==> src/rtl/hazard_ctrl.sv <==
// Pipeline hazard controller: load-use stalls, branch redirect flushes and memory-wait freezes.
// Ports: id_*/ex_* hazard sources, branch_taken, mem_busy -> pipeline write enables, flushes, state, stats.
// Optional statistics counters are enabled by defining HAZARD_CTRL_STATS_EN.
module hazard_ctrl #(
  parameter int REG_AW            = 3,
  parameter int LOAD_STALL_CYCLES = 1,
  parameter int FLUSH_CYCLES      = 0
) (
  input  logic              clk,
  input  logic              rst_n,
  input  logic [REG_AW-1:0] id_rs1,
  input  logic [REG_AW-1:0] id_rs2,
  input  logic              id_use_rs1,
  input  logic              id_use_rs2,
  input  logic [REG_AW-1:0] ex_rd,
  input  logic              ex_rd_we,
  input  logic              ex_is_load,
  input  logic              branch_taken,
  input  logic              mem_busy,
  output logic              pc_we,
  output logic              ifid_we,
  output logic              exmem_we,
  output logic              memwb_we,
  output logic              ifid_flush,
  output logic              idex_flush,
  output logic [1:0]        state,
  output logic [15:0]       stall_cnt,
  output logic [15:0]       flush_cnt
);

  typedef enum logic [1:0] {
    RUN      = 2'd0,
    LU_STALL = 2'd1,
    FLUSH    = 2'd2
  } st_t;

  localparam logic [3:0] LSC_M1 = 4'(LOAD_STALL_CYCLES - 1);
  localparam logic [3:0] FC4    = 4'(FLUSH_CYCLES);

  st_t        st_q, st_d;
  logic [3:0] cnt_q, cnt_d;
  logic       lu;

  assign lu = ex_is_load & ex_rd_we &
              ((id_use_rs1 & (id_rs1 == ex_rd)) |
               (id_use_rs2 & (id_rs2 == ex_rd)));

  assign state = st_q;

  always_ff @(posedge clk or negedge rst_n) begin
    if (!rst_n) begin
      st_q  <= RUN;
      cnt_q <= 4'd0;
    end else begin
      st_q  <= st_d;
      cnt_q <= cnt_d;
    end
  end

  always_comb begin
    st_d  = st_q;
    cnt_d = cnt_q;
    if (!mem_busy) begin
      if (branch_taken) begin
        // A redirect aborts any stall and (re)starts the flush window.
        if (FLUSH_CYCLES > 0) begin
          st_d  = FLUSH;
          cnt_d = FC4;
        end else begin
          st_d  = RUN;
          cnt_d = 4'd0;
        end
      end else begin
        unique case (st_q)
          RUN: begin
            if (lu && (LOAD_STALL_CYCLES > 1)) begin
              st_d  = LU_STALL;
              cnt_d = LSC_M1;
            end
          end
          LU_STALL, FLUSH: begin
            cnt_d = cnt_q - 4'd1;
            if (cnt_q == 4'd1) st_d = RUN;
          end
          default: begin
            st_d  = RUN;
            cnt_d = 4'd0;
          end
        endcase
      end
    end
  end

  always_comb begin
    pc_we      = 1'b0;
    ifid_we    = 1'b0;
    exmem_we   = 1'b0;
    memwb_we   = 1'b0;
    ifid_flush = 1'b0;
    idex_flush = 1'b0;
    if (!rst_n) begin
      ifid_flush = 1'b1;
      idex_flush = 1'b1;
    end else if (mem_busy) begin
      pc_we = 1'b0;
    end else if (branch_taken) begin
      pc_we      = 1'b1;
      ifid_we    = 1'b1;
      exmem_we   = 1'b1;
      memwb_we   = 1'b1;
      ifid_flush = 1'b1;
      idex_flush = 1'b1;
    end else begin
      exmem_we = 1'b1;
      memwb_we = 1'b1;
      unique case (st_q)
        RUN: begin
          pc_we      = ~lu;
          ifid_we    = ~lu;
          idex_flush = lu;
        end
        LU_STALL: begin
          idex_flush = 1'b1;
        end
        FLUSH: begin
          pc_we      = 1'b1;
          ifid_we    = 1'b1;
          ifid_flush = 1'b1;
        end
        default: begin
          pc_we   = 1'b1;
          ifid_we = 1'b1;
        end
      endcase
    end
  end

`ifdef HAZARD_CTRL_STATS_EN
  logic [15:0] stall_q, flush_q;

  always_ff @(posedge clk or negedge rst_n) begin
    if (!rst_n) begin
      stall_q <= 16'd0;
      flush_q <= 16'd0;
    end else begin
      if (!pc_we && !mem_busy && (stall_q != 16'hFFFF))
        stall_q <= stall_q + 16'd1;
      if (branch_taken && !mem_busy && (flush_q != 16'hFFFF))
        flush_q <= flush_q + 16'd1;
    end
  end

  assign stall_cnt = stall_q;
  assign flush_cnt = flush_q;
`else
  assign stall_cnt = 16'd0;
  assign flush_cnt = 16'd0;
`endif

endmodule

==> config.mk <==
export PLATFORM = sky130hd
export DESIGN_NAME = hazard_ctrl
export DESIGN_NICKNAME = d
export VERILOG_FILES = /design/src/rtl/hazard_ctrl.sv
export SDC_FILE = /design/constraint.sdc
export NUM_CORES = 1
export LEC_CHECK = 0
export BUFFER_PORTS_ARGS = -buffer_cell sky130_fd_sc_hd__buf_2
export CAP_MARGIN = 25
export CORE_UTILIZATION = 28
export DETAILED_ROUTE_END_ITERATION = 12
export GPL_TIMING_DRIVEN = 1
export PLACE_DENSITY_LB_ADDON = 0.2
export SETUP_SLACK_MARGIN = 0.05
export SYNTH_ARGS = -nofsm -noshare
export SYNTH_HDL_FRONTEND = slang
export SYNTH_SLANG_ARGS = --single-unit
==> constraint.sdc <==
create_clock -name clk -period 0.8 [get_ports clk]
set_input_delay 0.12 -clock clk [delete_from_list [all_inputs] [get_ports clk]]
set_output_delay 0.12 -clock clk [all_outputs]
set_load 0.01 [all_outputs]
==> metrics.cfg <==
[routing]
route.met3.wl_um=124
post_drt_wl_per_cell_um=6.26
top_layer=met3
totalWireLength_um=557
m1WireLength_um=132
vias_per_cell=3.30
first_iter_violations=1
antenna_left=0
drc=0
routed-wl-met2_um=299
first_pass_iters=3
vias=294

[flow_run]
maxCapViolations=0

[power]
p_leak_nw=0.305
power_density_mw_per_mm2=532
p_total_w=0.000262
ir_drop_mv=0.185

[global_route]
grt_max_degree=4
grt_remaining_overflow=0
antenna_found_initial=0
grt_pass1_vias=177
grtUsageTotal=0.0557
grt_pass1_wl_um=627

[logic_synthesis]
synth_largest_area_cell=buf_4
yosysWarnings=0
avgSynthCellArea_um2=7.27
ys_types=11
synth.most_common_cell=buf_4
synth_seq_area_share=0
synth_cells=53
synth_area_um2=385
synth_top_area_share=0.701
synth_common_cells=buf_4 (36), xnor2_1 (6), inv_1 (2), nand4_1 (2)
synth_area_leaders=buf_4 (70%), xnor2_1 (14%), nand4_1 (3.2%), a21oi_2 (2.3%), a21boi_1 (1.9%)

[sta]
rsz0062_at_grt=yes
fin_crit_sh=1.31
hold_viol_final=0
finalSetupViolCount=3
maxSlewViolCount=0
min_period_ps=1050
setup_slack_ps=-250
max_freq_ghz=0.952

[clock_tree]
cts_setup_buffers=0
postCtsHoldBufs=0

[critical_path]
crit_buf_inv=2
worstSetupPathDepth=6
worstSetupPathType=input pin to primary output
critPathCaptureType=primary output
cp.required_ps=680
start_kind=input pin
cp_top_family=compound AO/OA/AOI/OAI gates
cpMaxStageDelayCell=a21oi_2
critPathArrivalTime_ps=930
slowest_delay_ps=200
worstPathCellList=buf_6 > xnor2_2 > nand4_1 > a21oi_2 > a21o_1 > buf_2
worstPathMaxFanout=2

[final_layout]
layout-drive-gt1-share=0.446
syn2layout_area_growth_pct=27.9
num-fill-cells=145
seq_cell_count=0
clock_buffers=0
final_util=0.384
final_nets=93
register_area_um2=0
antennaDiodeCount=0
multi_input_area_um2=288

[floorplan]
ios=57
coreArea_mm2=0.00128
dieArea_mm2=0.00153
die_w_um=39.1
die_y_um=39.1
row_count=13
initial_core_util=0.300

[min_path]
min_path_type=input pin to primary output
hold_path_depth=3
hp-start=rst_n
whs_endpoint=ifid_flush

[outcome]
violations=setup timing
outcome=complete, but fails checks

[placement]
hpwl_um=456
pre_cts_ws_ps=-282
portBuffers=22
place_congestion=0.593

[layer usage]
metal	track usage	vias to the layer above
li1	-	137
met1	0.0610	121
met2	0.117	36
met3	0.00578	0
met4	0	0
met5	0	-
[where the power goes]
part / internal, W / switching [W]
sequential: 0 / 0
combinational: 0.000122 / 0.000140
clock: 0 / 0
total: 0.000122 / 0.000140
[tightest hold or removal path, cell delays in order]
cell	delay (ps)
buf_2	90
o21ai_1	70
buf_2	140
[layout make-up]
| cell class | instances | area share |
|---|---|---|
| Multi-Input combinational cell | 48 | 0.584 |
| Timing Repair Buffer | 24 | 0.363 |
| Tap cell | 15 | 0.0381 |
| Inverter | 2 | 0.0152 |
[kinds of logic after synthesis]
group | Yosys count | synth area share
AO/OA/AOI/OAI | 4 | 0.0747
XOR/XNOR | 6 | 0.136
buffers and inverters | 38 | 0.721
other | 1 | 0.00973
AND/OR/NAND/NOR | 4 | 0.0584
[layout by cell type, fill, tap and decap left out, drive strengths merged]
| cell type | count |
|---|---|
| conb | 34 |
| nor2b | 1 |
| a21boi | 1 |
| a21o | 1 |
| a21oi | 1 |
| o21ai | 1 |
| xnor2 | 6 |
| nand4 | 2 |
| nand2 | 1 |
| inv | 2 |
| buf | 24 |
[worst max path at each step]
stage	startpoint	endpoint	slack, ps
after floorplan	ex_rd[1]	pc_we	-80
after global placement	ex_rd[2]	idex_flush	-290
after detailed placement	ex_rd[2]	idex_flush	-280
after CTS	ex_rd[1]	idex_flush	-260
after global routing	id_rs1[1]	idex_flush	-330
final	id_rs1[1]	idex_flush	-250
[per-stage QoR]
stage	instances	area (um2)	setup TNS (ps)	hold WS, ps
6_report	89	493	-677	535
5_1_grt	89	493	-915	561
4_1_cts	89	435	-694	558
3_5_place_dp	89	404	-761	557
3_3_place_gp	89	404	-778	562
2_1_floorplan	86	531	-89.6	276
[what timing repair did]
action | 4_1_cts | 5_1_grt
pin swaps | 7 | 5
resized for setup | 7 | 11
setup endpoints to repair | 3 | 6
Note: power is estimated with default switching activity, not from simulation.
